File: config.mk
export PLATFORM = sky130hd
export DESIGN_NAME = gray_counter_n
export DESIGN_NICKNAME = d
export VERILOG_FILES = /design/src/rtl/gray_pkg.sv /design/src/rtl/gray2bin_comb.sv /design/src/rtl/gray_counter_n.sv
export SDC_FILE = /design/constraint.sdc
export NUM_CORES = 1
export LEC_CHECK = 0
export CAP_MARGIN = 15
export CORE_MARGIN = 2
export CORE_UTILIZATION = 42
export DETAILED_ROUTE_END_ITERATION = 12
export PLACE_DENSITY = 0.75
export SLEW_MARGIN = 20
export SYNTH_ARGS = -nofsm -noshare
export SYNTH_HDL_FRONTEND = slang
export SYNTH_SLANG_ARGS = --single-unit
File: constraint.sdc
create_clock -name clk -period 2.2 [get_ports clk]
set_clock_uncertainty 0.15 [all_clocks]
set_input_delay 0.33 -clock clk [delete_from_list [all_inputs] [get_ports clk]]
set_output_delay 0.33 -clock clk [all_outputs]
set_load 0.01 [all_outputs]
File: src/rtl/gray_pkg.sv
// Shared Gray-code helpers and saturate-mode encodings for the Gray counter.
// The helpers work on a fixed wide vector; callers zero-extend their WIDTH-bit
// value in and truncate the result back, which is exact for any WIDTH <= 64.
package gray_pkg;

    localparam int GRAY_MAX_W = 64;

    // Values for the SATURATE parameter of gray_counter_n.
    localparam int SAT_WRAP = 0;
    localparam int SAT_HOLD = 1;

    // Binary to Gray: each bit is the XOR of itself and the next higher bit.
    function automatic logic [GRAY_MAX_W-1:0] bin2gray(input logic [GRAY_MAX_W-1:0] b);
        return b ^ (b >> 1);
    endfunction

    // Gray to binary: running XOR prefix starting from the MSB. Zero-extended
    // upper bits keep the prefix at zero until the real MSB is reached.
    function automatic logic [GRAY_MAX_W-1:0] gray2bin(input logic [GRAY_MAX_W-1:0] g);
        logic [GRAY_MAX_W-1:0] b;
        b[GRAY_MAX_W-1] = g[GRAY_MAX_W-1];
        for (int i = GRAY_MAX_W - 2; i >= 0; i--) begin
            b[i] = b[i+1] ^ g[i];
        end
        return b;
    endfunction

endpackage

File: src/rtl/gray2bin_comb.sv
// Combinational WIDTH-bit Gray-to-binary converter, usable standalone.
module gray2bin_comb
    import gray_pkg::*;
#(
    parameter int WIDTH = 4
) (
    input  logic [WIDTH-1:0] gray_i,
    output logic [WIDTH-1:0] bin_o
);

    // Pure prefix-XOR conversion; no state.
    assign bin_o = WIDTH'(gray2bin(GRAY_MAX_W'(gray_i)));

endmodule

File: src/rtl/gray_counter_n.sv
// Registered Gray-code up/down counter with binary mirror, synchronous load,
// wrap/saturate limit handling and a one-cycle terminal-count pulse.
module gray_counter_n
    import gray_pkg::*;
#(
    parameter int               WIDTH    = 4,
    parameter int               SATURATE = SAT_WRAP,
    parameter logic [WIDTH-1:0] RST_VAL  = '0
) (
    input  logic             clk,
    input  logic             rst,
    input  logic             en,
    input  logic             up,
    input  logic             load,
    input  logic [WIDTH-1:0] load_gray,
    output logic [WIDTH-1:0] gray,
    output logic [WIDTH-1:0] binary,
    output logic             tc,
    output logic             at_limit
);

    localparam logic [WIDTH-1:0] MAX_VAL  = '1;
    localparam logic [WIDTH-1:0] ZERO_VAL = '0;
    localparam logic [WIDTH-1:0] RST_GRAY = WIDTH'(bin2gray(GRAY_MAX_W'(RST_VAL)));

    logic [WIDTH-1:0] bin_q, bin_d;
    logic [WIDTH-1:0] gray_q, gray_d;
    logic             tc_q, tc_d;
    logic [WIDTH-1:0] load_bin;
    logic [WIDTH-1:0] step_bin;

    // Load path converts the incoming Gray value so both registers agree.
    gray2bin_comb #(
        .WIDTH (WIDTH)
    ) u_load_conv (
        .gray_i (load_gray),
        .bin_o  (load_bin)
    );

    // Limit flag follows the direction input directly (not registered).
    assign at_limit = up ? (bin_q == MAX_VAL) : (bin_q == ZERO_VAL);

    // Modulo 2**WIDTH step; wrap at the limits falls out of the arithmetic.
    assign step_bin = up ? (bin_q + WIDTH'(1)) : (bin_q - WIDTH'(1));

    // Next-state mux: load beats count; idle holds value and clears tc.
    always_comb begin
        bin_d  = bin_q;
        gray_d = gray_q;
        tc_d   = 1'b0;
        if (load) begin
            bin_d  = load_bin;
            gray_d = load_gray;
        end else if (en) begin
            if (at_limit) begin
                // Wrap mode takes the modulo step; saturate mode holds.
                tc_d = 1'b1;
                if (SATURATE != SAT_HOLD) begin
                    bin_d = step_bin;
                end
            end else begin
                bin_d = step_bin;
                if (SATURATE == SAT_HOLD) begin
                    tc_d = up ? (step_bin == MAX_VAL) : (step_bin == ZERO_VAL);
                end
            end
            gray_d = WIDTH'(bin2gray(GRAY_MAX_W'(bin_d)));
        end
    end

    // State registers with synchronous reset overriding load and count.
    always_ff @(posedge clk) begin
        if (rst) begin
            bin_q  <= RST_VAL;
            gray_q <= RST_GRAY;
            tc_q   <= 1'b0;
        end else begin
            bin_q  <= bin_d;
            gray_q <= gray_d;
            tc_q   <= tc_d;
        end
    end

    assign gray   = gray_q;
    assign binary = bin_q;
    assign tc     = tc_q;

endmodule

# [After elaboration in Yosys (flattened, before gate mapping)]
# Cells that the tools add are included.
[classes] mux=9 eq_ne=1 n_bitwise=5 n_addsub=2 n_reduce_logical=3
[op_table] op="4-bit 2-to-1 mux" count=7
[op_table] op="4-bit by 1-bit adder with 4-bit output, second input constant" count=1
[op_table] op="4-bit equality test, second input constant" count=1
[op_table] op="4-bit logical NOT" count=1
[op_table] op="4-bit by 1-bit subtractor with 4-bit output, second input constant" count=1
[op_table] op="4-bit by 3-bit XOR with 4-bit output" count=1
[op_table] op="3-bit OR reduction" count=1
[op_table] op="1-bit XOR" count=3
[op_table] op="1-bit 2-to-1 mux" count=2
[op_table] op="2-bit nonzero test" count=1
[op_table] op="1-bit NOT" count=1
[totals] out_inout_bits=10 regBits=9 word_cells=23 in_bits=9

# [Depth between registers and ports, before layout]
[logic_depth] word_depth=7 ltp_mapped=6 ltp_nobuf=6

# [By module]
# From an unflattened synthesis, not the netlist that was laid out.
[unflattened] cells_unflattened=69 area_unflattened_um2=615.6
[by_module_without_submodules] module="gray_counter_n" n_inst=1 area_per_inst_um2=565.5 cells_per_inst=64 seq_area_each_um2=180.2
[by_module_without_submodules] module="gray2bin_comb" n_inst=1 area_per_inst_um2=50.0 cells_per_inst=5 seq_area_each_um2=0.0

# [Worst setup path after synthesis]
# Ideal clock, no wire load.
[synth_path] path_type="flip-flop to flip-flop" from="register bin_q[0] (netlist: binary[0])" to="register gray_q[2] (netlist: gray[2])" t_arrival_ps=1670 slack_ps=258 path_stages_with_launch=6 n_path_buf=0 setup_time_ps=122 synth_period_minus_slack_ps=1942 required_ps=1928 cell_sequence="dfxtp_1 > inv_1 > fa_1 > xnor2_1 > nor2_1 > a311o_1"
[synth_via] elab_chain_cells=7 elab_cells_between_ends=8 classes_between="2 x add/sub; 5 x mux; 1 x bitwise"
[synth_rtl] element="from (decl)" line_no="gray_counter_n.sv:26" rtl="logic [WIDTH-1:0] bin_q, bin_d;"
[synth_rtl] element="from (signal assigned)" line_no="gray_counter_n.sv:78" rtl="bin_q <= bin_d;"
[synth_rtl] element="4-bit by 1-bit subtractor with 4-bit output / 4-bit by 1-bit adder with 4-bit output (equally long branches)" line_no="gray_counter_n.sv:44" rtl="assign step_bin = up ? (bin_q + WIDTH'(1)) : (bin_q - WIDTH'(1));"
[synth_rtl] element="4-bit 2-to-1 mux (*)" line_no="gray_counter_n.sv:44"
[synth_rtl] element="4-bit 2-to-1 mux (*)" line_no="gray_counter_n.sv:54" rtl="end else if (en) begin"
[synth_rtl] element="4-bit 2-to-1 mux (*)" line_no="gray_counter_n.sv:51" rtl="if (load) begin"
[synth_rtl] element="4-bit by 3-bit XOR with 4-bit output (*)" line_no="gray_pkg.sv:14" rtl="return b ^ (b >> 1);"
[synth_rtl] element="4-bit 2-to-1 mux (*)" line_no="gray_counter_n.sv:54"
[synth_rtl] element="4-bit 2-to-1 mux (*)" line_no="gray_counter_n.sv:51"
[synth_rtl] element="to (signal assigned)" line_no="gray_counter_n.sv:79" rtl="gray_q <= gray_d;"
[synth_rtl] element="to (decl)" line_no="gray_counter_n.sv:27" rtl="logic [WIDTH-1:0] gray_q, gray_d;"
# Every way passes the cells marked *; elsewhere a longest branch is shown, timed or not. The select of a mux whose other input is x is not followed.
# A chain may end at the register's enable or synchronous reset.

# [Final worst setup path]
[layout_path] from="input up" to="register gray_q[2] (netlist: gray[2])"
[layout_via] elab_chain_cells=6
[layout_rtl] element="from (decl)" line_no="gray_counter_n.sv:13" rtl="input logic up,"
[layout_rtl] element="4-bit 2-to-1 mux" line_no="gray_counter_n.sv:44"
[layout_rtl] element="4-bit 2-to-1 mux" line_no="gray_counter_n.sv:54"
[layout_rtl] element="4-bit 2-to-1 mux" line_no="gray_counter_n.sv:51"
[layout_rtl] element="4-bit by 3-bit XOR with 4-bit output" line_no="gray_pkg.sv:14"
[layout_rtl] element="4-bit 2-to-1 mux" line_no="gray_counter_n.sv:54"
[layout_rtl] element="4-bit 2-to-1 mux" line_no="gray_counter_n.sv:51"
# No other way between the ends. The select of a mux whose other input is x is not followed.

==> metrics <==
outcome=finished, final reports clean; final hold violations=0; path class of the lowest-slack min-delay path=reg2reg; number of core rows=13; largest net degree at the start of global routing=12; Synth Cell Area=547 sq um; vias after detailed routing=~540; Unique masters post-synth=28; Critical Setup Path Class=in2reg; final number of max-transition violations=0; Avg Vias per Cell=slightly above 5; global placer's final weighted congestion=0.763; WL final=1.20 mm; Worst-path clk slew=0.06 ns; overall power=0.485 mW; fraction of synthesized cell area taken by the top area cell type=between 20% and 30%; diode count=0; GRT Total Usage=20.6%; Layout Cell Area excl Fill=approximately 820 sq um; Area contributors post-synth=sky130_fd_sc_hd__dfxtp_1 (29%), sky130_fd_sc_hd__xnor2_1 (11%), sky130_fd_sc_hd__a211oi_1 (6.9%), sky130_fd_sc_hd__a21oi_1 (6.4%), sky130_fd_sc_hd__nor2_1 (4.8%); Floorplan Core Area=1250 sq um; Post-DP HPWL=915 um; antenna violation net count after detailed routing=0; ratio of cells with drive above 1 in the final layout=between 10% and 20%; Setup-failing EPs final=0; global-route wire length before repair=2.10 mm; TritonCTS clock tree=yes; drt first pass iters=2; Critical Path Source Type=input port; die height=40.1 um; number of buffers inserted during clock tree synthesis=3; synthesis-to-layout area growth=49.7%; critical path arrival=about 2 ns; Max-Slew Margin vs Limit=between 80% and 90%; startpoint of the worst setup timing path=up; CP endpoint kind=flip-flop; boundary pin count=19; number of synthesized flops with an enable pin=0; average instance area after synthesis=8.28 sq um; number of setup buffers added after CTS=0; root buffer cell=sky130_fd_sc_hd__clkbuf_4; source-to-sink clock delay at the later pin of the worst-skew pair=roughly 0.25 ns; largest area contributor in the netlist=sky130_fd_sc_hd__dfxtp_1; sequential cell area fraction in the yosys report=29.3%; total DRC errors in the routed layout=0; grt total ovfl=0; Net Count, Synth=78; worst-path maximum fanout=4; proportion of synthesized flip-flops having asynchronous set or reset=0%; maximum level of the CTS H-tree=1; Post-Place Cell Area=approximately 780 sq um; leakage power figure=0.326 nW; min-delay src=gray[1]$_SDFFE_PP0P_; Post-synth top cells=sky130_fd_sc_hd__dfxtp_1 (8), sky130_fd_sc_hd__a21oi_1 (7), sky130_fd_sc_hd__nor2_1 (7), sky130_fd_sc_hd__xnor2_1 (7); effective utilization at floorplan=43.7%; warning count from the yosys run=0; number of clock sinks=8; most instantiated library cell after synthesis=sky130_fd_sc_hd__dfxtp_1; required time at the endpoint of the critical path=2.19 ns; initial antenna violation count=0; Die ar.=1610 sq um; P per Cell Area=593 nW/um^2; routed length per placed instance=11.4 um; buffer depth of the longest clock path=2; flop and latch count out of synthesis=8; cell count after synthesis=66; Max Cap Viol=0; most instantiated flip-flop cell in the synthesis netlist=sky130_fd_sc_hd__dfxtp_1; post-route fraction of the period consumed by the critical path=94.0%; NumNets Final=104; number of instances resized during post-cts repair=1; pin slew with the least headroom to its limit=between 0.2 and 0.3 ns; initial DRC count=6; number of buffers inserted by hold repair at cts=0; Chip Width=between 40 and 50 um; port buffer count=18; RSZ-0062 raised after global routing=no; worst voltage drop across the vdd grid=0.453 mV; vias in the first global route=478; Highest Clock Rate=484 MHz; fin crit period=~2.1 ns; worst reg2reg path startpoint=binary[0]$_SDFFE_PP0P_
==> stage by stage <==
stage | TNS [ns] | util (%) | setup slack (ns) | instances | hold slack [ns]
floorplan | 0 | - | 0.258 | 66 | 0.325
global placement | -0.382 | 62.0 | -0.168 | 102 | 0.410
detailed placement | -0.589 | 62.0 | -0.189 | 102 | 0.403
CTS | 0 | 63.7 | 0.0725 | 105 | 0.418
global route | 0 | 65.3 | 0.0138 | 105 | 0.436
finish | 0 | 65.3 | 0.132 | 105 | 0.422
==> power by group <==
part / internal (mW) / leakage (nW) / switching [mW]
clock network: 0.0622 / 0.0138 / 0.0464
logic: 0.115 / 0.246 / 0.0859
registers: 0.160 / 0.0663 / 0.0160
total: 0.337 / 0.326 / 0.148
==> final timing paths <==
kind,end,slack (ns),cells past startpoint
worst max-delay path,gray[2]$_SDFFE_PP0P_,0.13,6
worst max register to register,gray[2]$_SDFFE_PP0P_,0.32,5
worst min register to register,gray[1]$_SDFFE_PP0P_,0.42,2
worst min-delay path,gray[1]$_SDFFE_PP0P_,0.42,2
==> registers in the layout, indices dropped and copies added, names as in the netlist <==
register and count:
tc 1, binary 4, gray 3
==> placed cells by master (no fill, tap or decap), drive strengths merged, types with 3 or more instances in the layout <==
cell	Yosys	layout
clkdlybuf4s50	0	17
dfxtp	8	8
a21oi	7	7
nor2	7	7
buf	2	7
xnor2	7	7
inv	5	5
a211oi	5	5
nor2b	3	3
clkbuf	2	3
==> critical path, cell delays in order <==
cell	delay [ns]
sky130_fd_sc_hd__clkdlybuf4s50_1	0.43
sky130_fd_sc_hd__buf_4	0.16
sky130_fd_sc_hd__fa_1	0.45
sky130_fd_sc_hd__xnor2_2	0.25
sky130_fd_sc_hd__nor2_1	0.08
sky130_fd_sc_hd__a311o_1	0.35
==> cell families (layout without fill, tap and decap cells) <==
family	Yosys count	in the layout	synth area share, %
AO/OA/AOI/OAI	17	17	19.9
XOR/XNOR	8	8	12.8
adder cells (fa/ha/maj)	3	3	8.24
buffers and inverters	9	33	7.32
flip-flops	8	8	29.3
AND/OR/NAND/NOR	21	21	22.4
==> layer usage <==
layer,wire [um],global-route usage (%),vias to the layer above
met1,570,24.8,244
met3,59,10.0,0
met4,0,7.76,0
met5,0,0,-
met2,569,31.0,13
li1,-,-,281
==> cell type report <==
cell class                 instances  area, sq um
clock buffer                       3         22.5
multi-input combinational         49          367
tap                               15         18.8
inverter                           5         18.8
sequential                         8          160
timing repair buffer              25          231
fill                             111          434
Note: power is estimated with default switching activity, not from simulation.
